**config.mk**
```make
export PLATFORM = sky130hd
export DESIGN_NAME = uart_rx_frame_ctrl
export DESIGN_NICKNAME = d
export VERILOG_FILES = /design/src/rtl/uart_rx_frame_ctrl.sv
export SDC_FILE = /design/constraint.sdc
export NUM_CORES = 1
export LEC_CHECK = 0
export BUFFER_PORTS_ARGS = -buffer_cell sky130_fd_sc_hd__buf_4
export CAP_MARGIN = 10
export CORE_ASPECT_RATIO = 1.25
export CORE_MARGIN = 2
export CORE_UTILIZATION = 45
export DETAILED_ROUTE_END_ITERATION = 8
export GPL_TIMING_DRIVEN = 0
export PLACE_DENSITY_LB_ADDON = 0.1
export SETUP_SLACK_MARGIN = 0.15
export SKIP_LAST_GASP = 1
export SLEW_MARGIN = 15
export SYNTH_ARGS = -nofsm -noshare
export SYNTH_HDL_FRONTEND = slang
export SYNTH_SLANG_ARGS = --single-unit
```
**constraint.sdc**
```tcl
create_clock -name clk_i -period 2.7 [get_ports clk_i]
set_input_delay 0.54 -clock clk_i [delete_from_list [all_inputs] [get_ports clk_i]]
set_output_delay 0.54 -clock clk_i [all_outputs]
set_load 0.02 [all_outputs]
```
**src/rtl/uart_rx_frame_ctrl.sv**
```systemverilog
// uart_rx_frame_ctrl: assembles UART bytes into frames of the form
//   HEADER | CMD | LEN | LEN payload bytes | CHK
// The 8-bit wrapping sum covers CMD, LEN and the payload. A verified frame
// is held, with its payload readable through RD_ADDR/RD_DATA, until the
// host acknowledges it.
// Optional feature macro: UART_RX_TIMEOUT_EN. When it is defined, an
// inter-byte timeout aborts a frame that has stalled.
module uart_rx_frame_ctrl #(
    parameter int          MAX_LEN     = 16,
    parameter logic [7:0]  HEADER      = 8'hA5,
    parameter int          TIMEOUT_CYC = 100_000,
    localparam int         AW          = (MAX_LEN > 1) ? $clog2(MAX_LEN) : 1
) (
    input  logic          clk_i,
    input  logic          rst_ni,
    input  logic [7:0]    rdata_i,
    input  logic          valid_i,
    output logic          pkt_ready_o,
    output logic [7:0]    pkt_cmd_o,
    output logic [7:0]    pkt_len_o,
    input  logic [AW-1:0] rd_addr_i,
    output logic [7:0]    rd_data_o,
    input  logic          pkt_ack_i,
    output logic          err_cksum_o,
    output logic          err_len_o,
    output logic          err_drop_o,
    output logic          err_timeout_o,
    output logic          busy_o
);

    // Catch out-of-range configurations at elaboration time.
    if (MAX_LEN < 1 || MAX_LEN > 255) begin : g_bad_max_len
        $error("MAX_LEN must be within 1..255");
    end
    if (TIMEOUT_CYC < 2) begin : g_bad_timeout
        $error("TIMEOUT_CYC must be at least 2");
    end

    typedef enum logic [2:0] {
        S_IDLE, S_CMD, S_LEN, S_DATA, S_CHK, S_HOLD
    } state_e;

    state_e     state_q, state_d;
    logic [7:0] cmd_q, cmd_d;
    logic [7:0] len_q, len_d;
    logic [7:0] sum_q, sum_d;
    logic [7:0] idx_q, idx_d;
    logic       mem_we;
    logic       e_cksum_d, e_len_d, e_drop_d;
    logic       e_cksum_q, e_len_q, e_drop_q;
    logic [7:0] rd_data_q;
    logic       tmo_hit;

    logic [7:0] mem_q [MAX_LEN];

`ifdef UART_RX_TIMEOUT_EN
    logic [31:0] tmr_q;
    logic        e_tmo_q;
    logic        tmr_run;

    // Only the states in the middle of a frame are timed.
    assign tmr_run = (state_q == S_CMD) || (state_q == S_LEN) ||
                     (state_q == S_DATA) || (state_q == S_CHK);
    // An arriving byte takes priority over a timeout in the same cycle.
    assign tmo_hit = tmr_run && !valid_i && (tmr_q == 32'(TIMEOUT_CYC - 1));

    // Inter-byte timer: cleared by every byte and idle outside the frame body.
    always_ff @(posedge clk_i or negedge rst_ni) begin
        if (!rst_ni) begin
            tmr_q <= '0;
        end else if (valid_i || !tmr_run || tmo_hit) begin
            tmr_q <= '0;
        end else begin
            tmr_q <= tmr_q + 32'd1;
        end
    end

    // Timeout pulse register.
    always_ff @(posedge clk_i or negedge rst_ni) begin
        if (!rst_ni) e_tmo_q <= 1'b0;
        else         e_tmo_q <= tmo_hit;
    end

    assign err_timeout_o = e_tmo_q;
`else
    assign tmo_hit       = 1'b0;
    assign err_timeout_o = 1'b0;
`endif

    // Next state: frame parsing driven by accepted bytes, plus host release.
    always_comb begin
        state_d   = state_q;
        cmd_d     = cmd_q;
        len_d     = len_q;
        sum_d     = sum_q;
        idx_d     = idx_q;
        mem_we    = 1'b0;
        e_cksum_d = 1'b0;
        e_len_d   = 1'b0;
        e_drop_d  = 1'b0;

        if (state_q == S_HOLD && pkt_ack_i) state_d = S_IDLE;

        if (valid_i) begin
            unique case (state_q)
                S_IDLE: if (rdata_i == HEADER) state_d = S_CMD;
                S_CMD: begin
                    cmd_d   = rdata_i;
                    sum_d   = rdata_i;
                    state_d = S_LEN;
                end
                S_LEN: begin
                    len_d = rdata_i;
                    sum_d = sum_q + rdata_i;
                    idx_d = 8'd0;
                    if (rdata_i > 8'(MAX_LEN)) begin
                        e_len_d = 1'b1;
                        state_d = S_IDLE;
                    end else if (rdata_i == 8'd0) begin
                        state_d = S_CHK;
                    end else begin
                        state_d = S_DATA;
                    end
                end
                S_DATA: begin
                    mem_we = 1'b1;
                    sum_d  = sum_q + rdata_i;
                    idx_d  = idx_q + 8'd1;
                    if (idx_q == len_q - 8'd1) state_d = S_CHK;
                end
                S_CHK: begin
                    if (rdata_i == sum_q) begin
                        state_d = S_HOLD;
                    end else begin
                        e_cksum_d = 1'b1;
                        state_d   = S_IDLE;
                    end
                end
                // The held frame is write-protected; the byte is lost.
                S_HOLD: e_drop_d = 1'b1;
                default: state_d = S_IDLE;
            endcase
        end else if (tmo_hit) begin
            state_d = S_IDLE;
        end
    end

    // Control and frame-header registers.
    always_ff @(posedge clk_i or negedge rst_ni) begin
        if (!rst_ni) begin
            state_q   <= S_IDLE;
            cmd_q     <= '0;
            len_q     <= '0;
            sum_q     <= '0;
            idx_q     <= '0;
            e_cksum_q <= 1'b0;
            e_len_q   <= 1'b0;
            e_drop_q  <= 1'b0;
        end else begin
            state_q   <= state_d;
            cmd_q     <= cmd_d;
            len_q     <= len_d;
            sum_q     <= sum_d;
            idx_q     <= idx_d;
            e_cksum_q <= e_cksum_d;
            e_len_q   <= e_len_d;
            e_drop_q  <= e_drop_d;
        end
    end

    // Payload buffer write; contents are not reset.
    always_ff @(posedge clk_i) begin
        if (mem_we) mem_q[idx_q[AW-1:0]] <= rdata_i;
    end

    // Registered payload read, active in every state.
    always_ff @(posedge clk_i or negedge rst_ni) begin
        if (!rst_ni)                      rd_data_q <= '0;
        else if (32'(rd_addr_i) < MAX_LEN) rd_data_q <= mem_q[rd_addr_i];
        else                              rd_data_q <= '0;
    end

    assign pkt_ready_o = (state_q == S_HOLD);
    assign busy_o      = (state_q != S_IDLE);
    assign pkt_cmd_o   = cmd_q;
    assign pkt_len_o   = len_q;
    assign rd_data_o   = rd_data_q;
    assign err_cksum_o = e_cksum_q;
    assign err_len_o   = e_len_q;
    assign err_drop_o  = e_drop_q;

endmodule

```
==> results of run 1 <==
[final timing paths]
check                                   from            to  slack, ns
worst min-delay path                  rst_ni  rd_data_o[7]       0.14
worst min register to register  pkt_cmd_o[6]  pkt_cmd_o[6]       0.51
worst max register to register    state_q[2]   mem_q[9][2]       0.18
worst max-delay path              state_q[2]   mem_q[9][2]       0.18
min in group clk_i                rdata_i[7]   mem_q[8][7]       0.45
max in group asynchronous             rst_ni      sum_q[1]       2.10
[worst register-to-register path: cells and delay by family, from the launching register on]
kind | cells | cell delay, ns
flip-flops | 1 | 0.46
AND/OR/NAND/NOR | 4 | 1.69
[final cells by class]
| class | count | area [sq um] | share of cell area [%] |
|---|---|---|---|
| Inverter | 13 | 48.8 | 0.554 |
| Timing Repair Buffer | 41 | 308 | 3.49 |
| Clock inverter | 11 | 129 | 1.46 |
| Multi-Input combinational cell | 264 | 2470 | 28.0 |
| Clock buffer | 21 | 482 | 5.46 |
| Buffer | 24 | 111 | 1.26 |
| Sequential cell | 174 | 4990 | 56.7 |
| Tap cell | 220 | 275 | 3.12 |
[through the flow]
stage / instances / TNS (ns)
floorplan: 475 / 0
global placement: 736 / -3.70
detailed placement: 736 / -3.97
CTS: 768 / 0
global route: 768 / 0
finish: 768 / 0
[state kept, by name (all words and copies together), names as in the netlist]
register / count
mem_q: 128
idx_q: 8
pkt_cmd_o: 8
pkt_len_o: 8
rd_data_o: 8
sum_q: 8
state_q: 3
err_cksum_o: 1
err_drop_o: 1
err_len_o: 1
[routing by layer]
| metal | part of all wire [%] | wire, um | up-vias |
|---|---|---|---|
| met5 | 0 | 0 | - |
| met2 | 54 | 8830 | 95 |
| met1 | 41 | 6760 | 2166 |
| met3 | 3.6 | 587 | 16 |
| li1 | - | - | 1959 |
| met4 | 1.9 | 315 | 0 |
[Yosys cell counts, types with 6 or more instances]
| library cell | number | area [sq um] |
|---|---|---|
| dfrtp_1 | 46 | 1150 |
| mux4_2 | 40 | 901 |
| a21oi_1 | 8 | 40.0 |
| edfxtp_1 | 128 | 3840 |
| nand3_1 | 6 | 30.0 |
| nor2b_1 | 9 | 56.3 |
| o21ai_0 | 16 | 80.1 |
| xor2_1 | 8 | 70.1 |
| inv_1 | 13 | 48.8 |
| buf_2 | 8 | 40.0 |
| nor3_1 | 13 | 65.1 |
| ha_1 | 12 | 150 |
| mux2_2 | 16 | 180 |
| nor2_1 | 29 | 109 |
| clkbuf_1 | 12 | 45.0 |
| nand2_1 | 30 | 113 |
[power groups by stage]
stage	Combinational (mW)	Clock (mW)	Sequential (mW)
4_1_cts	1.76	2.55	3.34
3_3_place_gp	1.70	0	3.39
3_5_place_dp	1.75	0	3.40
6_report	1.74	2.52	3.34
5_1_grt	1.93	2.67	3.38
2_1_floorplan	1.02	0	3.52
[cell usage in the layout (no fill, tap or decap), types with 3 or more instances in the layout]
cell and count:
nand4_1 3, a21boi_0 3, nor2b_1 9, nand2b_1 5
inv_1 13, mux4_2 40, inv_6 3, nor4_1 3
nand3_1 6, clkbuf_1 13, buf_2 8, clkbuf_16 18
xor2_1 8, dfrtp_1 46, nand2_1 30, nor2_2 8
a21o_1 3, nor3_1 9, clkinvlp_4 5, xnor2_1 4
a21oi_1 8, ha_1 12, edfxtp_1 128, nor2_1 21
o21ai_0 16, and3_1 4, a31oi_1 5, mux2_2 16
o211ai_1 3, or3_1 4, nor3_2 3, buf_4 42
[logic make-up after synthesis]
family                   share of synthesized area (%)
AND/OR/NAND/NOR                                   8.58
adder cells (fa/ha/maj)                           2.25
flip-flops                                        66.0
multiplexers                                      14.4
other                                           0.0495
buffers and inverters                             2.12
XOR/XNOR                                          1.39
AO/OA/AOI/OAI                                     5.24
[repair_timing]
item,CTS,global route
endpoints found under the setup margin,49,97
gates resized for setup,7,5
buffers inserted,0,0
==> results by group, run 1 <==
Status
  – Outcome: finished, final reports clean

Placement
  – Pre-CTS setup slack: -0.299 ns
  – Placer Congestion: ~0.83
  – Cell Area, Placed: ~0.0082 sq mm
  – Post-DP HPWL: 10.6 mm
  – IO Port Bufs: 41

Power
  – P_leak: approximately 3.1 nW
  – Internal: 5.37 mW
  – Sequential Power Share: ~44%
  – Comb power frac: 22.9%
  – Switching share of power: ~30%
  – Pwr per Cell Area: ~860 mW/mm^2
  – NetSw: 2.25 mW
  – Clock share of power: 33.1%
  – Total power draw: ~7.6 mW
  – VDD IR max: 0.459 mV

Setup path
  – Buf/Inv on CP: 0
  – Crit-path max cell delay: 0.67 ns
  – Arrival time of the worst setup path: 2.59 ns
  – Crit path max-delay family: simple AND/OR/NAND/NOR gates
  – Required time of the critical path: about 2.8 ns
  – Worst path cell trace: nor2b_1 > and3_1 > nand2_1 > nor2_1
  – Slowest cell on crit path: nor2_1
  – Critical path depth: 4
  – Worst Setup Start Kind: flop
  – CP endpoint kind: flop
  – Kind of critical path: flop to flop
  – Worst Reg-to-Reg Cells: 4
  – CP Max Fanout: 8

Clock network
  – Clock buffer depth: 2
  – TritonCTS Sinks: ~170
  – Inserted Clock Buffers: 17
  – CTS root buf: clkbuf_16
  – CTS H-tree depth: 4
  – Clock transition at path regs: roughly 0.070 ns
  – Clk Latency, worst-skew pair: between 0.4 and 0.5 ns
  – CTS tree: yes
  – # hold bufs at CTS: 0

Die
  – Initial core utilization: between 40% and 50%
  – DIE AREA: approximately 0.018 sq mm
  – Die W: 120 um
  – Die H: approximately 150 um
  – Core Region: 0.0166 sq mm
  – IO Pins: 46
  – Std cell rows: 53

Drt
  – Initial DRC Count: approximately 270
  – ANT nets after route: 0
  – Initial DRT Pass Iterations: 4
  – Vias: 4,236
  – Residual DRC: 0
  – DR WL/cell: 21.5 um
  – Vias/cell: about 5.5
  – WL final: between 15 and 20 mm

Hold path
  – Tightest Hold Check Type: primary input to asynchronous set/reset pin

Final layout
  – Diodes inserted: 0
  – Final Cell Area: just under 0.009 sq mm
  – Area Growth Syn to Fin: 16.4%
  – Fillers: ~1,400
  – Share of cells above drive strength 1: around 29%
  – Final nets: 564
  – Final core occ: 53.0%

Global route
  – First-pass GRT wire length: ~25 mm
  – Gr ovfl total: 0
  – Met2 Use GR: about 34%
  – Met3 Usage GRT: 4.20%
  – Initial antenna violation count: 0
  – Pin count of the biggest net entering global routing: 47
  – GR Layer Usage met1: 24.0%
  – Grt peak-use layer: met2
  – Gr usage total: roughly a fifth
  – Vias in the first global route: 4,307

Timing
  – Worst slew pin tran: between 0.8 and 0.9 ns
  – Final hold violation count: 0
  – Slew HR: 45.0%
  – Max-slew violations: 0
  – FMAX: 0.396 GHz
  – Unrepaired setup endpoints after global routing: yes
  – Min cycle time layout: 2.52 ns
  – Clock skew: between 0.015 and 0.02 ns
  – Final setup vio count: 0
  – Final worst slack: roughly 0.18 ns
  – Fin crit share: around 93%
  – Hold WS: 0.138 ns

Synthesis
  – Mapped Nets: slightly above 500
  – Number of synthesized register bits: ~170
  – Synth unique cells: 62
  – Mapped Area: approximately 0.0076 sq mm
  – Sequential area share after synthesis: between 60 and 70%
  – EDFF count, synth: between 100 and 150
  – Synth async-reset ratio: a little over a quarter
  – Avg Cell Area, Syn: approximately 16 sq um
  – Most used DFF post-synth: edfxtp_1
  – Total number of yosys warnings: 0
  – Synthesized instance count: ~480

Flow run
  – Max Cap Viol: 0
Power figures use the tool's default switching activity.
==> run 2, diff against run 1 <==
--- a/config.mk
+++ b/config.mk
@@ -5,6 +5,7 @@
 export SDC_FILE = /design/constraint.sdc
 export NUM_CORES = 1
 export LEC_CHECK = 0
+export ABC_AREA = 1
 export BUFFER_PORTS_ARGS = -buffer_cell sky130_fd_sc_hd__buf_4
 export CAP_MARGIN = 10
 export CORE_ASPECT_RATIO = 1.25
==> run 2 against run 1 <==
Fmax decreased by 1.2%. Sequential cell count is the same. Count of clock-buffer cells in the layout is 4 higher. Highest routed layer unchanged.
==> results by group, run 2 <==
Global route
  – First-pass GRT wire length: between 20 and 30 mm
  – Grt peak-use layer: met2
  – GR Layer Usage met1: a little over a quarter
  – Vias in the first global route: ~5,200
  – Gr ovfl total: 0
  – Initial antenna violation count: 0
  – Met3 Usage GRT: 3.94%
  – Pin count of the biggest net entering global routing: 47
  – Gr usage total: between 20% and 30%
  – Met2 Use GR: between 30 and 40%

Timing
  – Slew HR: 44.3%
  – FMAX: slightly below 0.4 GHz
  – Clock skew: slightly below 0.009 ns
  – Max-slew violations: 0
  – Min cycle time layout: about 2.6 ns
  – Fin crit share: a little over nine tenths
  – Unrepaired setup endpoints after global routing: yes
  – Final hold violation count: 0
  – Final setup vio count: 0
  – Hold WS: between 0.1 and 0.15 ns
  – Worst slew pin tran: around 0.83 ns
  – Final worst slack: between 0.1 and 0.15 ns

Synthesis
  – Synth async-reset ratio: 26.4%
  – Synthesized instance count: a little under 700
  – Sequential area share after synthesis: ~65%
  – Number of synthesized register bits: ~170
  – EDFF count, synth: 128
  – Post-synth top area share: 49.7%
  – Most used DFF post-synth: edfxtp_1
  – Synth unique cells: 37
  – Mapped Area: a little under 0.008 sq mm
  – Area contributors post-synth: edfxtp_1 50%, dfrtp_1 15%, o21ai_0 4.7%
  – Post-synth top area cell: edfxtp_1
  – Total number of yosys warnings: 0
  – Avg Cell Area, Syn: between 10 and 15 sq um
  – Mapped Nets: 712
  – Synth cell count leaders: 128 x edfxtp_1, 88 x nand2_1, 78 x inv_1
  – Count leader, synth: edfxtp_1

Setup path
  – Buf/Inv on CP: 3
  – Slowest cell on crit path: nor2_1
  – CP endpoint kind: flop
  – Crit-path max cell delay: 0.67 ns
  – Crit path max-delay family: simple AND/OR/NAND/NOR gates
  – Worst Setup Start Kind: flop
  – CP Max Fanout: 10
  – Worst path cell trace: inv_1 > nor2_4 > inv_4 > nor2_8 > inv_4 > nor2_4 > nand2_1 > nor2_1
  – Kind of critical path: flop to flop
  – Required time of the critical path: approximately 2.8 ns
  – Arrival time of the worst setup path: 2.60 ns

Power
  – Comb power frac: between 20% and 30%
  – NetSw: around 2.3 mW
  – Clock share of power: 31.8%
  – Switching share of power: between 30% and 40%
  – Sequential Power Share: between 40% and 50%
  – VDD IR max: around 0.58 mV
  – Pwr per Cell Area: ~840 mW/mm^2
  – Internal: between 5 and 6 mW
  – P_leak: ~3.6 nW

Die
  – DIE AREA: about 0.018 sq mm
  – Std cell rows: 53
  – IO Pins: between 40 and 50
  – Die H: approximately 150 um
  – Die W: between 100 and 150 um
  – Initial core utilization: 46.0%
  – Core Region: 0.0168 sq mm

Final layout
  – Most common cell after layout, fill and taps aside: edfxtp_1
  – Final nets: around 770
  – Area Growth Syn to Fin: 15.8%
  – Final core occ: a little over half
  – Share of cells above drive strength 1: roughly 14%
  – Max reg flops: 128
  – Most frequent cells in the layout: 128 x edfxtp_1, 88 x nand2_1, 78 x inv_1
  – Diodes inserted: 0
  – Finished Layout Cells: ~1,000

Clock network
  – CTS root buf: clkbuf_16
  – TritonCTS Sinks: around 170
  – Post-CTS setup buffer count: 0
  – Clk Latency, worst-skew pair: between 0.4 and 0.5 ns
  – Clock buffer depth: 2
  – Clock transition at path regs: 0.06 ns
  – CTS tree: yes
  – CTS H-tree depth: 4
  – Inserted Clock Buffers: 17

Drt
  – WL final: 18.6 mm
  – Residual DRC: 0
  – Vias: 5,249
  – Initial DRC Count: approximately 320
  – ANT nets after route: 0
  – Vias/cell: roughly 5.4
  – Initial DRT Pass Iterations: 7
  – DR WL/cell: ~19 um

Flow run
  – Max Cap Viol: 0

Placement
  – Pre-CTS setup slack: -0.146 ns
  – Placer Congestion: 0.853
  – Post-DP HPWL: between 10 and 15 mm
  – IO Port Bufs: between 40 and 50
  – Placed instance count: roughly 940

Status
  – Outcome: finished, final reports clean

Hold path
  – Tightest Hold Check Type: primary input to asynchronous set/reset pin
## run 2: power by group through the flow
stage | Combinational (mW) | Clock [mW] | Sequential [mW]
2_1_floorplan | 1.07 | 0 | 3.47
3_3_place_gp | 1.75 | 0 | 3.35
3_5_place_dp | 1.79 | 0 | 3.35
4_1_cts | 1.81 | 2.42 | 3.30
5_1_grt | 2.03 | 2.51 | 3.34
6_report | 1.81 | 2.38 | 3.30
## run 2: final timing paths
| check | cells after the start | start | slack, ns | end |
|---|---|---|---|---|
| worst max-delay path | 8 | state_q[1] | 0.15 | mem_q[8][6] |
| worst max register to register | 8 | state_q[1] | 0.15 | mem_q[8][6] |
| min in group clk_i | 2 | valid_i | 0.37 | state_q[1] |
| worst min-delay path | 1 | rst_ni | 0.14 | sum_q[5] |
| worst min register to register | 2 | sum_q[6] | 0.49 | sum_q[6] |
| max in group asynchronous | 1 | rst_ni | 2.11 | pkt_len_o[1] |
## run 2: area by class of cell
class,instances,area (sq um)
fillers,1507,7880
repair buffers,41,308
flip-flops and latches,174,4990
well taps,220,275
inverters,83,317
multi-input cells,401,2360
clock buffers,25,538
clock inverters,7,48.8
plain buffers,25,115
## run 2: cells by family (layout without fill, tap and decap cells)
logic type      count (synthesis)  in the layout  synth area share [%]
simple gates                  189            189                  11.2
flops                         174            174                  64.5
compound gates                157            157                  11.3
buf+inv                       108            181                  5.58
mux                            32             32                  4.14
fa+ha+maj                      13             13                  2.20
xor+xnor                        9              9                  1.02
other cells                     1              1                0.0484
## run 2: metal layers
metal	vias to the layer above	part of all wire [%]	wire length [um]
met5	-	0	0
met4	0	3.6	670
met3	37	4.7	872
met1	2540	42	7790
met2	156	50	9310
li1	2516	-	-
## run 2: worst register-to-register path, cell delays in order, from the launching register on
cell     delay (ns)
dfrtp_1        0.42
inv_1          0.14
nor2_4         0.22
inv_4          0.13
nor2_8         0.16
inv_4          0.08
nor2_4         0.19
nand2_1        0.17
nor2_1         0.67
## run 2: repair_timing
item	CTS	global route
hold buffers	0	0
pin swaps	0	0
gates resized for setup	6	7
setup endpoints to repair	56	88
## run 2: stage by stage
stage               cell area (sq um)  power (mW)  TNS [ns]
floorplan                        7740        4.54         0
global placement                 8320        5.10     -1.68
detailed placement               8330        5.14     -1.30
CTS                              8940        7.53         0
global route                     8960        7.88    -0.194
finish                           8960        7.49         0
